### config.mk
export PLATFORM = sky130hd
export DESIGN_NAME = uart_frame_rx
export DESIGN_NICKNAME = d
export VERILOG_FILES = /design/src/rtl/uart_frame_pkg.sv /design/src/rtl/uart_frame_buf.sv /design/src/rtl/uart_frame_rx.sv
export SDC_FILE = /design/constraint.sdc
export NUM_CORES = 1
export LEC_CHECK = 0
export BUFFER_PORTS_ARGS = -buffer_cell sky130_fd_sc_hd__buf_2
export CAP_MARGIN = 20
export CORE_AREA = 2 2 124 126
export CTS_CLUSTER_DIAMETER = 200
export DETAILED_ROUTE_END_ITERATION = 8
export DIE_AREA = 0 0 126 128
export PLACE_DENSITY = 0.74
export SYNTH_ARGS = -nofsm -noshare
export SYNTH_HDL_FRONTEND = slang
export SYNTH_SLANG_ARGS = --single-unit
### constraint.sdc
create_clock -name clk -period 3.1 [get_ports clk]
set_input_delay 0.62 -clock clk [delete_from_list [all_inputs] [get_ports clk]]
set_output_delay 0.62 -clock clk [all_outputs]
set_load 0.02 [all_outputs]
### src/rtl/uart_frame_pkg.sv
// Shared constants for the UART framing stage: FSM encodings, sync byte and error codes.
package uart_frame_pkg;

    typedef logic [2:0] state_t;

    localparam state_t ST_IDLE    = 3'd0;
    localparam state_t ST_CMD     = 3'd1;
    localparam state_t ST_LEN     = 3'd2;
    localparam state_t ST_PAYLOAD = 3'd3;
    localparam state_t ST_CHK     = 3'd4;
    localparam state_t ST_DRAIN   = 3'd5;

    localparam logic [7:0] SYNC_BYTE = 8'hA5;

    localparam logic [1:0] ERR_CHK = 2'd1;
    localparam logic [1:0] ERR_LEN = 2'd2;
    localparam logic [1:0] ERR_TMO = 2'd3;

    function automatic int addr_width(input int depth);
        return (depth > 1) ? $clog2(depth) : 1;
    endfunction

endpackage

### src/rtl/uart_frame_buf.sv
// Payload buffer: MAX_LEN x 8 register array, synchronous write, combinational read.
module uart_frame_buf #(
    parameter int MAX_LEN = 16,
    parameter int AW      = 4
) (
    input  logic          clk,
    input  logic          we_i,
    input  logic [AW-1:0] waddr_i,
    input  logic [7:0]    wdata_i,
    input  logic [AW-1:0] raddr_i,
    output logic [7:0]    rdata_o
);

    logic [7:0] mem_q [MAX_LEN];

    always_ff @(posedge clk) begin
        if (we_i) begin
            mem_q[waddr_i] <= wdata_i;
        end
    end

    assign rdata_o = mem_q[raddr_i];

endmodule

### src/rtl/uart_frame_rx.sv
// Frame assembler/checker behind the UART byte receiver; releases good payloads on a stream.
// Optional inter-byte timeout is compiled in with UART_FRAME_TIMEOUT_EN.
//
// state      | meaning
// IDLE       | hunting for SYNC_BYTE
// CMD        | next byte is the command
// LEN        | next byte is the payload length
// PAYLOAD    | storing payload bytes into the buffer
// CHK        | next byte is the XOR checksum
// DRAIN      | streaming the buffered payload out
module uart_frame_rx
    import uart_frame_pkg::*;
#(
    parameter int MAX_LEN      = 16,
    parameter int TIMEOUT_CLKS = 50000
) (
    input  logic       clk,
    input  logic       reset,
    input  logic       rx_valid,
    input  logic [7:0] rx_byte,
    output logic       out_valid,
    input  logic       out_ready,
    output logic [7:0] out_data,
    output logic       out_last,
    output logic [7:0] out_cmd,
    output logic       frame_ok,
    output logic       frame_err,
    output logic [1:0] err_code,
    output logic       overrun
);

    localparam int PTR_W = $clog2(MAX_LEN + 1);
    localparam int AW    = addr_width(MAX_LEN);

    state_t           state_q, state_d;
    logic [7:0]       cmd_q, cmd_d;
    logic [7:0]       chk_q, chk_d;
    logic [PTR_W-1:0] len_q, len_d;
    logic [PTR_W-1:0] wr_ptr_q, wr_ptr_d;
    logic [PTR_W-1:0] rd_ptr_q, rd_ptr_d;
    logic             ok_q, ok_d;
    logic             err_q, err_d;
    logic [1:0]       code_q, code_d;
    logic             ovr_q, ovr_d;
    logic             buf_we;
    logic [7:0]       buf_rdata;
    logic             last;
    logic             in_frame;
    logic             tmo_hit;

    assign in_frame = (state_q == ST_CMD) || (state_q == ST_LEN) ||
                      (state_q == ST_PAYLOAD) || (state_q == ST_CHK);
    assign last     = (rd_ptr_q == (len_q - PTR_W'(1)));

`ifdef UART_FRAME_TIMEOUT_EN
    localparam int TMO_W = (TIMEOUT_CLKS > 1) ? $clog2(TIMEOUT_CLKS) : 1;

    logic [TMO_W-1:0] tmo_q, tmo_d;

    assign tmo_hit = in_frame && !rx_valid && (tmo_q == TMO_W'(TIMEOUT_CLKS - 1));

    // A byte arriving on the expiry cycle wins and restarts the count.
    always_comb begin
        tmo_d = '0;
        if (in_frame && !rx_valid && !tmo_hit) begin
            tmo_d = tmo_q + TMO_W'(1);
        end
    end

    always_ff @(posedge clk) begin
        if (reset) begin
            tmo_q <= '0;
        end else begin
            tmo_q <= tmo_d;
        end
    end
`else
    assign tmo_hit = 1'b0;
`endif

    always_comb begin
        state_d  = state_q;
        cmd_d    = cmd_q;
        chk_d    = chk_q;
        len_d    = len_q;
        wr_ptr_d = wr_ptr_q;
        rd_ptr_d = rd_ptr_q;
        ok_d     = 1'b0;
        err_d    = 1'b0;
        code_d   = 2'd0;
        ovr_d    = 1'b0;
        buf_we   = 1'b0;
        case (state_q)
            ST_IDLE: begin
                if (rx_valid && (rx_byte == SYNC_BYTE)) begin
                    state_d = ST_CMD;
                end
            end
            ST_CMD: begin
                if (rx_valid) begin
                    cmd_d   = rx_byte;
                    chk_d   = rx_byte;
                    state_d = ST_LEN;
                end
            end
            ST_LEN: begin
                if (rx_valid) begin
                    if (int'(rx_byte) > MAX_LEN) begin
                        err_d   = 1'b1;
                        code_d  = ERR_LEN;
                        state_d = ST_IDLE;
                    end else begin
                        len_d   = rx_byte[PTR_W-1:0];
                        chk_d   = chk_q ^ rx_byte;
                        state_d = (rx_byte == 8'd0) ? ST_CHK : ST_PAYLOAD;
                    end
                end
            end
            ST_PAYLOAD: begin
                if (rx_valid) begin
                    buf_we   = 1'b1;
                    wr_ptr_d = wr_ptr_q + PTR_W'(1);
                    chk_d    = chk_q ^ rx_byte;
                    if ((wr_ptr_q + PTR_W'(1)) == len_q) begin
                        state_d = ST_CHK;
                    end
                end
            end
            ST_CHK: begin
                if (rx_valid) begin
                    if (rx_byte == chk_q) begin
                        ok_d    = 1'b1;
                        state_d = (len_q != '0) ? ST_DRAIN : ST_IDLE;
                    end else begin
                        err_d    = 1'b1;
                        code_d   = ERR_CHK;
                        wr_ptr_d = '0;
                        state_d  = ST_IDLE;
                    end
                end
            end
            ST_DRAIN: begin
                ovr_d = rx_valid;
                if (out_ready) begin
                    if (last) begin
                        rd_ptr_d = '0;
                        wr_ptr_d = '0;
                        state_d  = ST_IDLE;
                    end else begin
                        rd_ptr_d = rd_ptr_q + PTR_W'(1);
                    end
                end
            end
            default: begin
                state_d = ST_IDLE;
            end
        endcase
        if (tmo_hit) begin
            err_d    = 1'b1;
            code_d   = ERR_TMO;
            wr_ptr_d = '0;
            state_d  = ST_IDLE;
        end
    end

    always_ff @(posedge clk) begin
        if (reset) begin
            state_q  <= ST_IDLE;
            cmd_q    <= '0;
            chk_q    <= '0;
            len_q    <= '0;
            wr_ptr_q <= '0;
            rd_ptr_q <= '0;
            ok_q     <= 1'b0;
            err_q    <= 1'b0;
            code_q   <= '0;
            ovr_q    <= 1'b0;
        end else begin
            state_q  <= state_d;
            cmd_q    <= cmd_d;
            chk_q    <= chk_d;
            len_q    <= len_d;
            wr_ptr_q <= wr_ptr_d;
            rd_ptr_q <= rd_ptr_d;
            ok_q     <= ok_d;
            err_q    <= err_d;
            code_q   <= code_d;
            ovr_q    <= ovr_d;
        end
    end

    uart_frame_buf #(
        .MAX_LEN (MAX_LEN),
        .AW      (AW)
    ) u_buf (
        .clk     (clk),
        .we_i    (buf_we),
        .waddr_i (wr_ptr_q[AW-1:0]),
        .wdata_i (rx_byte),
        .raddr_i (rd_ptr_q[AW-1:0]),
        .rdata_o (buf_rdata)
    );

    // Data and last are forced low outside DRAIN so idle outputs read as zero.
    assign out_valid = (state_q == ST_DRAIN);
    assign out_data  = out_valid ? buf_rdata : 8'd0;
    assign out_last  = out_valid && last;
    assign out_cmd   = cmd_q;
    assign frame_ok  = ok_q;
    assign frame_err = err_q;
    assign err_code  = code_q;
    assign overrun   = ovr_q;

endmodule

# Word level (Yosys, flattened, before mapping)
# Memory sizes are Yosys's and may differ from the RTL's. A register that Yosys moved wholly into a read port is not among the register bits.
# Cells that the tools add are included.
totals:
  reg_bits: 39
  ramBits: 128
  output_inout_bits: 23
  elab_cells: 97
  n_memories: 1
memory_table:
  columns: ["name", "words", "word_bits", "read_ports", "rd_ports_with_merged_regs", "write_ports", "line_no", "rtl"]
  rows:
  - ["u_buf.mem_q", 16, 8, 1, 1, 1, "uart_frame_buf.sv:14", "logic [7:0] mem_q [MAX_LEN];"]
op_classes:
  addsub: 3
  order_cmp: 1
  n_eq_ne: 19
  muxes: 43
  bitwise_logic: 5
  n_reduce_logical: 15
ops:
  columns: ["op", "count"]
  rows:
  - ["2-to-1 mux 8 bit", 5]
  - ["2-to-1 mux 3 bit", 12]
  - ["2-to-1 mux 5 bit", 6]
  - ["one-hot mux 8 bit (3 select lines)", 1]
  - ["one-hot mux 3 bit (6 select lines)", 1]
  - ["one-hot mux 5 bit (3 select lines)", 1]
  - ["!= test 2 bit (second input constant)", 7]
  - ["2-to-1 mux 1 bit", 11]
  - ["adder 5 x 1 -> 5 bit (second input constant)", 2]
  - ["== test 5 bit", 2]
  - ["== test 8 bit", 1]
  - ["== test 8 bit (second input constant)", 1]
  - ["> comparator 8 x 5 -> 1 bit (second input constant)", 1]
  - ["zero test 8 bit", 1]
  - ["2-to-1 mux 4 bit", 2]
  - ["AND reduction 8 bit", 1]
  - ["bitwise XOR 8 bit", 1]
  - ["== test 3 x 2 -> 1 bit (second input constant)", 2]
  - ["== test 3 bit (second input constant)", 2]
  - ["!= test 2 x 1 -> 1 bit (second input constant)", 3]
  - ["AND reduction 6 bit", 1]
  - ["nonzero test 3 bit", 2]
  - ["AND reduction 5 bit", 1]
  - ["nonzero test 5 bit", 1]
  - ["12 further kinds", 18]

# Depth between registers and ports, before layout
depth:
  depth_word: 5
  ltp_mapped: 8

# By module
# From an unflattened synthesis, not the netlist that was laid out.
unflattened:
  hier_cells: 494
  area_unflattened_um2: 7129.3
modules_own_cells:
  columns: ["module", "instances", "cells_each", "area_per_inst_um2"]
  rows:
  - ["uart_frame_buf", 1, 221, 4987.3]
  - ["uart_frame_rx", 1, 273, 2142.1]

# Worst setup path after synthesis
# Ideal clock, no wire load.
synth_path:
  path_kind: "register to output"
  from: "reg (tool-made name)"
  to: "out out_data[0]"
  t_arrival_ns: 2.010
  slack_ns: 0.470
  stages_incl_launch_ff: 6
  n_path_buf: 2
  cell_sequence: "dfxtp_1 clkbuf_1 buf_2 mux4_2 mux4_2 and2_1"
synth_lines:
  columns: ["item", "line_no", "rtl"]
  rows:
  - ["end: declaration", "uart_frame_rx.sv:23", "output logic [7:0] out_data,"]

==> results by group <==
Run status
  – Status: complete, no violations

Logic synthesis
  – Cells after Synth: 478
  – Post-synth EDFFs: 128
  – Yosys reg bits: 171
  – Post-synthesis net count: 496
  – Synth warn: 0
  – Sequential share of the synthesized area: 65.2%
  – Cell Area, Synth: 0.00722 mm²
  – Netlist cell types: 56
  – Synthesized area per cell: 15.1 µm²
  – FFs w/ async S/R, synth: 0%
  – Most used DFF post-synth: edfxtp_1

Drt
  – DRT antenna net count: 0
  – Vias: 4263
  – Vias/cell: 5.87
  – DRC Markers: 0
  – Routed wire per std cell: 22.4 µm
  – Drt initial violations: 421
  – Total Wirelength: 16300 µm
  – Drt first pass iters: 5

Power
  – Sw frac: 21.4%
  – Int Power: 3700 µW
  – Power Density: 568 mW/mm²
  – Reg power frac: 52.7%
  – Clock share of power: 43.9%
  – Comb pwr share: 3.4%
  – P_leak: 0.00283 µW
  – Switch Pwr: 1010 µW
  – Peak VDD IR: 371 µV

STA
  – Hold slack: 0.458 ns
  – Setup WS post-layout: 0.101 ns
  – Clock Skews: 0.0143 ns
  – Tmin final: 3.00 ns
  – Fin. Hold Viols: 0
  – Worst Tran Pin Value: 1.01 ns
  – # setup viols final: 0
  – Max transition margin: 32.7%
  – RSZ-0062 raised after global routing: false
  – Final period utilization: 96.7%
  – Final Max Tran Viols: 0
  – Achievable Freq: 333 MHz

Worst setup path
  – Stages on the worst setup path: 5
  – Worst Path Buf+Inv: 2
  – WP data arrival: 2.38 ns
  – CP delay by family, top: multiplexers
  – WP data required: 2.48 ns
  – Worst setup EP type: output pin
  – R2R depth: 4
  – Kind of critical path: flop to output pin
  – Worst Path Max Fanout: 8
  – End of the critical path: out_data[5]
  – Crit path cell chain: clkbuf_16, mux4_2, mux4_2, and2_1, buf_2
  – Reg2reg start: state_q[0]
  – Critical path's most frequent cell: mux4_2
  – CP peak stage delay: 0.55 ns
  – Worst R2R End: u_buf.mem_q[10][1]
  – CP max-delay cell: mux4_2
  – Setup crit start kind: flop
  – Reg2reg setup slack: 0.64 ns

Placement
  – IO buf count: 34
  – Detailed placer's ending HPWL: 9880 µm
  – Pre-CTS WS: 0.483 ns
  – Gp weighted congestion: 0.828

Worst hold path
  – Tightest Hold Check Type: flop to flop

Floorplanning
  – Core Region: 0.0149 mm²
  – Chip width: 126 µm
  – Die area: 0.0161 mm²
  – IO Count: 35
  – Site row count: 45
  – Die height: 128 µm
  – Initial core utilization: 48.6%

Global routing
  – GRT Util Overall: 20.9%
  – Grt total ovfl: 0
  – Vias in the first global route: 4303
  – First-pass GRT wire length: 24900 µm
  – Initial antenna violation count: 0
  – Largest net degree at the start of global routing: 35

Final layout
  – Syn-to-layout area delta: 14.8%
  – FILL cells: 1169
  – Share of cells above drive strength 1: 25.8%
  – Diode count: 0
  – Final #Nets: 543

Clocking
  – H-tree Lvls: 4
  – CTS Buf Count: 17
  – Root buffer selected by CTS: clkbuf_16
  – Skew-Pair Late Insertion Delay: 0.44 ns
  – CTS Hold Bufs: 0
  – CTS tree: yes
  – CTS clock-pin slew for the worst setup and hold paths: 0.06 ns
  – Max Root-Sink Buffers: 2
  – TritonCTS Sinks: 171

Flow run
  – Max-Cap Viols: 0
[worst reg2reg max path, stage by stage (launching register included)]
cell and delay [ns]:
dfxtp_1 0.56, nor2b_1 0.28, and3_1 0.30, nand2_1 0.16
nor2_1 0.78
[final cells by class]
| cell class | instances | area [µm²] | area share (%) |
|---|---|---|---|
| inverter | 6 | 22.5 | 0.272 |
| clock inverter | 14 | 145 | 1.75 |
| clock buffer | 18 | 429 | 5.18 |
| tap | 188 | 235 | 2.84 |
| multi-input combinational | 275 | 2380 | 28.7 |
| timing repair buffer | 54 | 374 | 4.51 |
| sequential | 171 | 4710 | 56.8 |
[power groups by stage]
stage	Combinational [µW]	Sequential, µW	Clock [µW]
6_report	159	2480	2070
5_1_grt	176	2480	2190
4_1_cts	159	2480	2080
3_5_place_dp	157	2530	0
3_3_place_gp	150	2530	0
2_1_floorplan	93.5	2530	0
[layout by cell type, fill, tap and decap left out, types with 9 or more instances in the layout]
master	count
edfxtp_1	128
and2_1	9
nor3_1	9
buf_4	16
dfxtp_1	42
mux4_2	40
xor2_1	15
clkbuf_16	18
a21oi_1	21
o21ai_1	14
nor2_1	45
nand2_1	33
buf_2	34
[routing by layer]
layer	part of all wire, %	GRT usage [%]	wire [µm]
met1	40	26.3	6430
met2	52	35.8	8470
met3	6.4	5.38	1030
met4	2.0	6.66	325
met5	0	0	0
[sequential cells by signal, summed over array words and instances (netlist names), named ones only]
name         cells
frame_err        1
frame_ok         1
chk_q            8
rd_ptr_q         5
len_q            5
u_buf.mem_q    128
wr_ptr_q         5
overrun          1
err_code         2
out_cmd          8
state_q          3
[worst min path at each step]
stage | depth (start not counted) | startpoint | endpoint | slack (ns)
floorplan | 1 | wr_ptr_q[4] | wr_ptr_q[4] | 0.47
global placement | 2 | out_cmd[4] | out_cmd[4] | 0.44
finish | 2 | out_cmd[2] | out_cmd[2] | 0.46
global route | 2 | out_cmd[2] | out_cmd[2] | 0.48
detailed placement | 2 | out_cmd[4] | out_cmd[4] | 0.45
CTS | 2 | out_cmd[4] | out_cmd[4] | 0.46
[synth_stat cells, types with 2 or more instances]
library cell	instances	area (µm²)
o21ai_0	2	10.0
and2_1	9	56.3
nand2b_1	6	37.5
xnor2_1	8	70.1
ha_1	6	75.1
nor2_1	45	169
buf_2	6	30.0
nand4_1	4	25.0
o21ai_1	14	70.1
a22oi_1	8	60.1
xor2_1	15	131
and3_1	2	12.5
nand3_1	6	30.0
or2_2	2	12.5
clkbuf_1	13	48.8
buf_1	5	18.8
a21oi_1	21	105
edfxtp_1	128	3840
nor2b_1	4	25.0
nand2_1	33	124
nor4_1	4	25.0
o31ai_1	2	15.0
a311oi_1	2	17.5
mux2i_1	5	50.1
dfxtp_1	43	861
or3_1	3	18.8
nor3_1	9	45.0
inv_1	6	22.5
mux4_2	40	901
[per-stage QoR]
| stage | TNS [ns] | utilization (%) | total power, µW | cell area, µm² | std cells |
|---|---|---|---|---|---|
| finish | 0 | 55.8 | 4710 | 8290 | 726 |
| detailed placement | 0 | 51.4 | 2690 | 7640 | 690 |
| CTS | -0.0654 | 55.5 | 4720 | 8250 | 723 |
| floorplan | 0 | - | 2630 | 7220 | 478 |
| global placement | 0 | 51.4 | 2680 | 7640 | 690 |
| global route | 0 | 55.8 | 4850 | 8290 | 726 |
[repair_timing]
item	CTS	global route
pin swaps	0	1
gates resized for setup	0	3
cloned	1	1
endpoints found under the setup margin	1	8
buffers inserted	0	2
[cell families (layout without fill, tap and decap cells)]
kind of cell               Yosys count  in the layout  share of synthesized area, %
adders and majority gates            6              6                          1.04
and+or+nand+nor                    140            140                          10.0
xor gates and xnor gates            24             24                          3.02
AOI/OAI and AO/OA                   60             60                          5.70
buffers and inverters               32             92                          1.92
muxes                               45             45                          13.2
DFF                                171            171                          65.2
Note: power is estimated with default switching activity, not from simulation.
